===== src/rtl/seven_seg_pkg.sv =====
// Shared constants for the seven-segment scanner: nibble width, blank pattern
// and the active-low gfedcba hex segment table.
package seven_seg_pkg;

  localparam int NIBBLE_W = 4;
  localparam int SEG_W    = 7;

  typedef logic [SEG_W-1:0] seg_t;

  localparam seg_t SEG_BLANK = 7'h7F;

  // Entry [n] is the active-low gfedcba pattern for hex digit n.
  localparam logic [15:0][SEG_W-1:0] SEG_HEX = {
    7'h0E,  // F
    7'h06,  // E
    7'h21,  // d
    7'h46,  // C
    7'h03,  // b
    7'h08,  // A
    7'h10,  // 9
    7'h00,  // 8
    7'h78,  // 7
    7'h02,  // 6
    7'h12,  // 5
    7'h19,  // 4
    7'h30,  // 3
    7'h24,  // 2
    7'h79,  // 1
    7'h40   // 0
  };

endpackage


===== src/rtl/seven_seg_decoder.sv =====
// Combinational hex nibble to active-low gfedcba segment decoder.
module seven_seg_decoder
  import seven_seg_pkg::*;
(
  input  logic [NIBBLE_W-1:0] nibble,
  output logic [SEG_W-1:0]    seg
);

  always_comb begin
    seg = SEG_HEX[nibble];
  end

endmodule


===== src/rtl/seven_seg_scanner.sv =====
// Multiplexed seven-segment scanner with double-buffered value and optional
// leading-zero blanking. Define SEVEN_SEG_DP_EN to add decimal-point support.
module seven_seg_scanner
  import seven_seg_pkg::*;
#(
  parameter int NUM_DIGITS = 4,
  parameter int SCAN_DIV   = 50000
) (
  input  logic                           clk,
  input  logic                           rst_n,
  input  logic [NIBBLE_W*NUM_DIGITS-1:0] value,
  input  logic                           load,
  input  logic                           blank_en,
`ifdef SEVEN_SEG_DP_EN
  input  logic [NUM_DIGITS-1:0]          dp_in,
`endif
  output logic [SEG_W-1:0]               seg_out,
  output logic [NUM_DIGITS-1:0]          an_out,
`ifdef SEVEN_SEG_DP_EN
  output logic                           dp_out,
`endif
  output logic                           digit_tick
);

  localparam int VAL_W = NIBBLE_W * NUM_DIGITS;
  localparam int IDX_W = (NUM_DIGITS > 1) ? $clog2(NUM_DIGITS) : 1;
  localparam int PRE_W = (SCAN_DIV > 1) ? $clog2(SCAN_DIV) : 1;

  localparam logic [IDX_W-1:0] LAST_IDX = IDX_W'(NUM_DIGITS - 1);
  localparam logic [PRE_W-1:0] PRE_LAST = PRE_W'(SCAN_DIV - 1);

  logic [PRE_W-1:0]      presc;
  logic [IDX_W-1:0]      idx;
  logic [IDX_W-1:0]      next_idx;
  logic [VAL_W-1:0]      disp_val;
  logic [VAL_W-1:0]      pend_val;
  logic [VAL_W-1:0]      src_val;
  logic                  pend_valid;
  logic                  tick;
  logic                  frame_start;
  logic                  take_pend;
  logic                  upper_nz;
  logic                  blank;
  logic [NIBBLE_W-1:0]   nibble;
  logic [SEG_W-1:0]      dec_seg;
  logic [NUM_DIGITS-1:0] an_next;

  always_ff @(posedge clk or negedge rst_n) begin
    if (!rst_n) begin
      presc <= '0;
    end else if (presc == PRE_LAST) begin
      presc <= '0;
    end else begin
      presc <= presc + 1'b1;
    end
  end

  // Gating with rst_n keeps the tick low during reset even when SCAN_DIV is 1.
  always_comb begin
    tick        = rst_n & (presc == PRE_LAST);
    frame_start = tick & (idx == LAST_IDX);
    take_pend   = frame_start & pend_valid;
    next_idx    = (idx == LAST_IDX) ? '0 : idx + 1'b1;
    src_val     = take_pend ? pend_val : disp_val;
  end

  assign digit_tick = tick;

  // Digit selection and blanking look at the value that will be on display
  // after this edge, so a freshly applied value is already used for digit 0.
  always_comb begin
    nibble   = '0;
    upper_nz = 1'b0;
    for (int unsigned i = 0; i < NUM_DIGITS; i++) begin
      if (IDX_W'(i) == next_idx) begin
        nibble = src_val[i*NIBBLE_W +: NIBBLE_W];
      end
      if ((i >= 32'(next_idx)) && (src_val[i*NIBBLE_W +: NIBBLE_W] != '0)) begin
        upper_nz = 1'b1;
      end
    end
    blank = blank_en & (next_idx != '0) & ~upper_nz;
  end

  always_comb begin
    an_next = '1;
    for (int unsigned i = 0; i < NUM_DIGITS; i++) begin
      if ((IDX_W'(i) == next_idx) && !blank) begin
        an_next[i] = 1'b0;
      end
    end
  end

  seven_seg_decoder u_decoder (
    .nibble (nibble),
    .seg    (dec_seg)
  );

  always_ff @(posedge clk or negedge rst_n) begin
    if (!rst_n) begin
      idx     <= LAST_IDX;
      seg_out <= SEG_BLANK;
      an_out  <= '1;
    end else if (tick) begin
      idx     <= next_idx;
      seg_out <= blank ? SEG_BLANK : dec_seg;
      an_out  <= an_next;
    end
  end

  // A load on the frame-start edge lands in pending after the old pending
  // value has moved to display, so the valid flag stays set for next frame.
  always_ff @(posedge clk or negedge rst_n) begin
    if (!rst_n) begin
      disp_val   <= '0;
      pend_val   <= '0;
      pend_valid <= 1'b0;
    end else begin
      if (take_pend) begin
        disp_val <= pend_val;
      end
      if (load) begin
        pend_val   <= value;
        pend_valid <= 1'b1;
      end else if (take_pend) begin
        pend_valid <= 1'b0;
      end
    end
  end

`ifdef SEVEN_SEG_DP_EN
  logic [NUM_DIGITS-1:0] pend_dp;
  logic [NUM_DIGITS-1:0] disp_dp;
  logic [NUM_DIGITS-1:0] src_dp;
  logic                  dp_bit;

  always_comb begin
    src_dp = take_pend ? pend_dp : disp_dp;
    dp_bit = 1'b0;
    for (int unsigned i = 0; i < NUM_DIGITS; i++) begin
      if (IDX_W'(i) == next_idx) begin
        dp_bit = src_dp[i];
      end
    end
  end

  always_ff @(posedge clk or negedge rst_n) begin
    if (!rst_n) begin
      pend_dp <= '0;
      disp_dp <= '0;
    end else begin
      if (take_pend) begin
        disp_dp <= pend_dp;
      end
      if (load) begin
        pend_dp <= dp_in;
      end
    end
  end

  always_ff @(posedge clk or negedge rst_n) begin
    if (!rst_n) begin
      dp_out <= 1'b1;
    end else if (tick) begin
      dp_out <= blank | ~dp_bit;
    end
  end
`endif

endmodule


===== config.mk =====
export PLATFORM = sky130hd
export DESIGN_NAME = seven_seg_scanner
export DESIGN_NICKNAME = d
export VERILOG_FILES = /design/src/rtl/seven_seg_pkg.sv /design/src/rtl/seven_seg_decoder.sv /design/src/rtl/seven_seg_scanner.sv
export SDC_FILE = /design/constraint.sdc
export NUM_CORES = 1
export LEC_CHECK = 0
export CORE_ASPECT_RATIO = 0.8
export CORE_MARGIN = 1
export CORE_UTILIZATION = 40
export DETAILED_ROUTE_END_ITERATION = 6
export SLEW_MARGIN = 10
export SYNTH_ARGS = -nofsm -noshare
export SYNTH_HDL_FRONTEND = slang
export SYNTH_SLANG_ARGS = --single-unit
export TNS_END_PERCENT = 5

===== constraint.sdc =====
create_clock -name clk -period 4 [get_ports clk]
set_clock_uncertainty 0.05 [all_clocks]
set_input_delay 1 -clock clk [delete_from_list [all_inputs] [get_ports clk]]
set_output_delay 1 -clock clk [all_outputs]
set_load 0.03 [all_outputs]

==> out/metrics.csv, run 1 <==
metric,value,unit
num_rows,28,
hp-class,register to register,
synth_edf_count,0,
layout_commonest_cell,dfrtp_1,
drc,0,
rrSetupSlack,0.39,ns
power,1.17,mW
drt-vias-per-instance,5.02,
clk_latency,0.34,ns
syn_to_final_growth,19.1,%
grt_pass1_wl,10700,um
cts_tree,built,
root_buffer,clkbuf_8,
routed-via-count,2034,
core,7390,um2
slowest_delay,0.68,ns
cts_htree_levels,3,
avgSynthCellArea,11.8,um2
numCtsBuffers,9,
insertedDiodeCount,0,
rr_startpoint,presc[7],
grt_pass1_vias,2092,
io_pins,32,
yosysWarnings,0,
async_flop_share,100,%
cap_violations,0,
synth.yosys.seq_area_share,51.4,%
wl,6200,um
critPathCaptureType,output pin,
cp-start-kind,register,
initial_core_util,41.3,%
maxSlewHeadroom,46.5,%
postCtsSetupRepairBufs,0,
drt_iter0_drc,95,
status,"complete, no violations",
drv_slew,0,
grt_util_all_layers,18.0,%
holdBufCountCts,0,
crit_arrival,2.65,ns
numClockSinks,62,
yosysUniqueCellTypes,49,
antenna_found_initial,0,
gp_congestion,0.767,
worstMarginPinSlew,0.800,ns
cts_buffer_depth,2,
dp_hpwl,4550,um
wire_per_inst,15.3,um
die_w,99.6,um
syn-cell-area,3050,um2
cp-endpoint,digit_tick,
post-route-min-period,3.70,ns
floorplan.die_area,7980,um2
worstRegToRegCells,11,
die_h,80.1,um
grt_max_degree,33,
drtAntennaViolNets,0,
synth_top_area_cell,dfrtp_1,
postSynthCellCount,259,
drt-pass1-iter-count,5,
layout_common_cells,"dfrtp_1 (49), clkdlybuf4s50_1 (30), mux2_2 (28)",
ys.flop_type,dfrtp_1,
setup_violations,0,
hold_violations,0,
numPortBuffers,31,
overflow,0,
path_class,register to output pin,
ir_worst_vdd,0.166,mV
path_clk_slew,0.07,ns
rsz0062_at_grt,no,
critPathLaunch,presc[7],
ys_ff_latch,62,
p_leak,1.55,nW
finalCritPeriodShare,92.4,%
drive_gt1_share,24.3,%
post_cts_resized,0,
slowest_stage,clkdlybuf4s50_1,
synthTopCellsByArea,"dfrtp_1 (40%), dfstp_2 (11%), mux2_2 (10%), ha_1 (4.9%), nor2_1 (2.8%)",
cp.required,2.95,ns
crit_chain,or4b_4 > nor4_2 > buf_4 > and2_1 > clkdlybuf4s50_1,
syn-num-nets,291,
synth_top_area_share,40.2,%
r2r_end,seg_out[2],
layout.nets,329,
worst-path-max-fanout,10,
power_density,323,nW/um2
fin_tns_setup,0,ns
fmax,270,MHz
[cell usage after synthesis (2+ instances only)]
cell type  number
a21oi_1         7
nand2_1        15
nor2b_1         3
xor2_1          5
clkbuf_1        5
o21bai_1        5
o21ai_1         4
a221oi_2        2
a211oi_1        2
dfstp_2        13
and3_1          5
nand3_1        11
a31oi_1         3
and2_1          2
mux2_4          4
xnor2_1         9
dfrtp_1        49
o21ai_2         2
a21o_1          2
nor4_1          2
buf_2           2
ha_1           12
o21ai_0         6
mux2_2         28
nor2_1         23
a221oi_1        2
inv_1           7
nor3_1          2
or3_1           3
or4_1           2
mux2i_1         3
buf_6           2
[registers in the layout, indices dropped and copies added, names as in the netlist]
register and flops:
an_out 4, disp_val 16, idx 2, pend_val 16, pend_valid 1, presc 16
seg_out 7
[per-layer routing]
metal	wire length [um]	share of wire, %	track usage, %	up-vias
li1	-	-	-	995
met1	3280	53	26.8	981
met2	2570	41	25.2	51
met3	276	4.4	4.44	7
met4	77	1.2	6.32	0
met5	0	0	0	-
[metrics by stage]
stage	utilization, %	cells	cell area [um2]	hold slack [ns]	setup slack, ns
2_1_floorplan	-	259	3050	0.375	0.727
3_3_place_gp	47.0	391	3480	0.402	0.488
3_5_place_dp	47.0	391	3480	0.400	0.419
4_1_cts	49.1	405	3630	0.416	0.274
5_1_grt	49.1	405	3630	0.447	0.161
6_report	49.1	405	3630	0.425	0.302
[worst max-delay path, delay by kind of cell (launching register included)]
kind,cells,cell delay [ns]
and+or+nand+nor,3,1.01
buffers and inverters,2,0.89
DFF,1,0.41
[area by class of cell]
type | instances | area, um2
Timing Repair Buffer | 37 | 350
Sequential cell | 62 | 1570
Fill cell | 663 | 3760
Tap cell | 105 | 131
Inverter | 7 | 26.3
Multi-Input combinational cell | 180 | 1400
Clock inverter | 2 | 10.0
Clock buffer | 12 | 145
[worst min-delay path by stage]
stage / startpoint / end / depth (start not counted)
2_1_floorplan: presc[0] / presc[0] / 1
3_3_place_gp: presc[0] / presc[0] / 1
3_5_place_dp: presc[0] / presc[0] / 1
4_1_cts: presc[0] / presc[0] / 1
5_1_grt: an_out[0] / an_out[0] / 2
6_report: presc[0] / presc[0] / 1
[cell families after synthesis]
logic type | Yosys count | synth area share (%)
AND/OR/NAND/NOR | 79 | 14.6
flip-flops | 62 | 51.4
AO/OA/AOI/OAI | 40 | 9.11
multiplexers | 35 | 13.3
buffers and inverters | 17 | 2.67
XOR/XNOR | 14 | 4.02
adder cells (fa/ha/maj) | 12 | 4.92
[where the power goes]
group,internal (mW),total [mW],leakage (nW),switching [mW]
Sequential,0.644,0.658,0.763,0.0133
Combinational,0.0321,0.0547,0.704,0.0226
Clock,0.233,0.459,0.0821,0.226
Total,0.909,1.17,1.55,0.262
(Power assumes the default switching activity.)
==> run 2: changes to the inputs <==
Settings changed: SYNTH_HIERARCHICAL from default to 1.
==> out/metrics.csv, run 2 <==
metric,value,unit,change
drtAntennaViolNets,0,,unchanged
ir_worst_vdd,0.174,mV,was 0.166 mV
maxSlewHeadroom,47.7,%,was 46.5%
fin_cells,453,,was 405
syn_to_final_growth,19.8,%,was 19.1%
grt_util_all_layers,18.1,%,was 18.0%
grt_max_degree,63,,was 33
crit_chain,nand4b_1 > or4_4 > nor2_8 > mux4_2 > mux2_1 > inv_2 > mux4_2 > a21oi_1 > nor2_1,,was or4b_4 > nor4_2 > buf_4 > and2_1 > clkdlybuf4s50_1
drt-vias-per-instance,5.16,,was 5.02
fin_tns_setup,0,ns,unchanged
dp_cells,439,,was 391
initial_core_util,42.1,%,was 41.3%
ys_top_cells_by_count,"dfrtp_1 (49), nand2_1 (44), nor2_1 (30), mux2_2 (18), o21ai_0 (15)",,"was dfrtp_1 (49), mux2_2 (28), nor2_1 (23), nand2_1 (15), dfstp_2 (13)"
hp-class,register to register,,unchanged
postCtsSetupRepairBufs,0,,unchanged
ys.flop_type,dfrtp_1,,unchanged
crit_arrival,3.84,ns,was 2.65 ns
critPathCaptureType,register,,was output pin
cts_htree_levels,3,,unchanged
post-synth-top-count-cell,dfrtp_1,,unchanged
p_switching,0.263,mW,was 0.262 mW
setup_violations,0,,unchanged
grt_pass1_vias,2235,,was 2092
die_h,81.9,um,was 80.1 um
grt_pass1_wl,11100,um,was 10700 um
antenna_found_initial,0,,unchanged
slowest_stage,or4_4,,was clkdlybuf4s50_1
clk_latency,0.34,ns,about the same
critical_path_buf_inv_count,1,,was 2
io_pins,32,,unchanged
floorplan.die_area,8330,um2,was 7980 um2
wire_per_inst,14.9,um,was 15.3 um
synth_top_area_share,38.5,%,was 40.2%
drt_iter0_drc,131,,was 95
drc,0,,unchanged
dp_hpwl,4880,um,was 4550 um
drv_slew,0,,unchanged
power_density,317,nW/um2,was 323 nW/um2
post-route-min-period,3.62,ns,was 3.70 ns
fmax,276,MHz,was 270 MHz
cts_buffer_depth,2,,unchanged
holdBufCountCts,0,,unchanged
p_leak,1.68,nW,was 1.55 nW
ys_ff_latch,62,,unchanged
synthTopCellsByArea,"dfrtp_1 (38%), dfstp_2 (11%), mux2_2 (6.4%), ha_1 (5.5%), nand2_1 (5.2%)",,"was dfrtp_1 (40%), dfstp_2 (11%), mux2_2 (10%), ha_1 (4.9%), nor2_1 (2.8%)"
hold_violations,0,,unchanged
layout_common_cells,"dfrtp_1 (49), nand2_1 (44), nor2_1 (30)",,"was dfrtp_1 (49), clkdlybuf4s50_1 (30), mux2_2 (28)"
synth_edf_count,0,,unchanged
worst-path-max-fanout,10,,unchanged
seqCellArea,1570,um2,unchanged
gp_congestion,0.895,,was 0.767
cp.required,4.22,ns,was 2.95 ns
layout_commonest_cell,dfrtp_1,,unchanged
numPortBuffers,31,,unchanged
crit_top_cell,mux4_2,,
synth.yosys.seq_area_share,49.2,%,was 51.4%
routed-via-count,2339,,was 2034
multi_input_area,1540,um2,was 1400 um2
syn-num-nets,341,,was 291
yosysWarnings,6,,was 0
cap_violations,0,,unchanged
drt-pass1-iter-count,4,,was 5
crit_family,simple AND/OR/NAND/NOR gates,,unchanged
power_frac_comb,4.7,%,about the same
root_buffer,clkbuf_8,,unchanged
worstMarginPinSlew,0.782,ns,was 0.800 ns
synth_top_area_cell,dfrtp_1,,unchanged
overflow,0,,unchanged
die_w,102,um,was 99.6 um
slowest_delay,0.68,ns,about the same
cp-start-kind,register,,unchanged
numCtsBuffers,9,,unchanged
cts_tree,built,,unchanged
path_class,register to register,,was register to output pin
async_flop_share,100,%,unchanged
core,7570,um2,was 7390 um2
num-fill-cells,724,,was 663
path_clk_slew,0.07,ns,about the same
numClockSinks,62,,unchanged
syn-cell-area,3190,um2,was 3050 um2
swShare,21.7,%,was 22.4%
yosysUniqueCellTypes,46,,was 49
wl,6750,um,was 6200 um
postSynthCellCount,307,,was 259
pwr-share-clk,40.6,%,was 39.2%
largestRegisters,"disp_val (16), pend_val (16), presc (16)",,unchanged
post_cts_resized,0,,unchanged
avgSynthCellArea,10.4,um2,was 11.8 um2
num_rows,28,,unchanged
status,"complete, no violations",,unchanged
layout.nets,379,,was 329
finalCritPeriodShare,90.6,%,was 92.4%
rsz0062_at_grt,no,,unchanged
drive_gt1_share,17.8,%,was 24.3%
p_seq_share,54.7,%,was 56.1%
insertedDiodeCount,0,,unchanged
p_int,0.946,mW,was 0.909 mW
==> run 2: cell count changes after synthesis, moves of 6 or more <==
cell | previous run | this run
nand2_1 | 15 | 44
nor4_1 | 2 | 8
mux2_2 | 28 | 18
nor2_1 | 23 | 30
o21ai_0 | 6 | 15
==> run 2: tightest hold or removal path, delay by kind of cell (launching register included) <==
| kind | cells | cell delay, ns |
|---|---|---|
| DFF | 1 | 0.34 |
| and+or+nand+nor | 2 | 0.10 |
==> run 2: logic make-up (layout without fill, tap and decap cells) <==
| kind of cell | count (synthesis) | in the layout | synth area share (%) |
|---|---|---|---|
| buf+inv | 21 | 62 | 2.63 |
| compound gates | 47 | 47 | 9.50 |
| mux | 29 | 29 | 10.7 |
| xor+xnor | 11 | 11 | 3.02 |
| fa+ha+maj | 14 | 14 | 5.49 |
| simple gates | 123 | 123 | 19.5 |
| flops | 62 | 62 | 49.2 |
==> run 2: stage by stage <==
| stage | hold WS [ns] | setup WS [ns] | utilization (%) | area, um2 | total power [mW] |
|---|---|---|---|---|---|
| 3_5_place_dp | 0.414 | 0.224 | 48.2 | 3640 | 0.731 |
| 5_1_grt | 0.446 | 0.0899 | 50.5 | 3820 | 1.27 |
| 3_3_place_gp | 0.411 | 0.286 | 48.2 | 3640 | 0.730 |
| 4_1_cts | 0.433 | 0.377 | 50.5 | 3820 | 1.23 |
| 2_1_floorplan | 0.389 | 0.0875 | - | 3190 | 0.689 |
| 6_report | 0.430 | 0.377 | 50.5 | 3820 | 1.21 |
==> run 2: layout make-up <==
| type | count | area share, % |
|---|---|---|
| clock buffer | 13 | 4.42 |
| clock inverter | 1 | 0.131 |
| inverter | 9 | 0.885 |
| multi-input combinational | 224 | 40.2 |
| sequential | 62 | 41.1 |
| tap | 105 | 3.44 |
| timing repair buffer | 39 | 9.83 |
==> run 2: worst paths after layout <==
path                        startpoint     endpoint  slack (ns)  cells past startpoint
max                           presc[4]   seg_out[3]        0.38                      9
min                        disp_val[3]  disp_val[3]        0.43                      2
max reg2reg                   presc[4]   seg_out[3]        0.38                      9
min reg2reg                disp_val[3]  disp_val[3]        0.43                      2
max in group asynchronous        rst_n  pend_val[7]        2.56                      2
min in group asynchronous        rst_n  disp_val[8]        0.85                      2
==> run 2: metal layers <==
metal | track usage (%) | vias up | wire length [um] | share of wire [%]
li1 | - | 1159 | - | -
met1 | 25.5 | 1118 | 3330 | 49
met2 | 25.8 | 56 | 2920 | 43
met3 | 5.36 | 6 | 412 | 6.1
met4 | 7.29 | 0 | 96 | 1.4
met5 | 0 | - | 0 | 0
==> run 2: power by group through the flow <==
| stage | combinational (mW) | clock, mW | sequential, mW |
|---|---|---|---|
| after floorplan | 0.0243 | 0 | 0.665 |
| after global placement | 0.0585 | 0 | 0.672 |
| after detailed placement | 0.0590 | 0 | 0.672 |
| after CTS | 0.0591 | 0.511 | 0.661 |
| after global routing | 0.0641 | 0.539 | 0.663 |
| final | 0.0570 | 0.491 | 0.661 |
==> run 3: changes to the inputs <==
Settings changed: ABC_CLOCK_PERIOD_IN_PS from default to 4000.
==> results of run 3 <==
The final DEF is identical to that of run 2; final timing and power are the same.
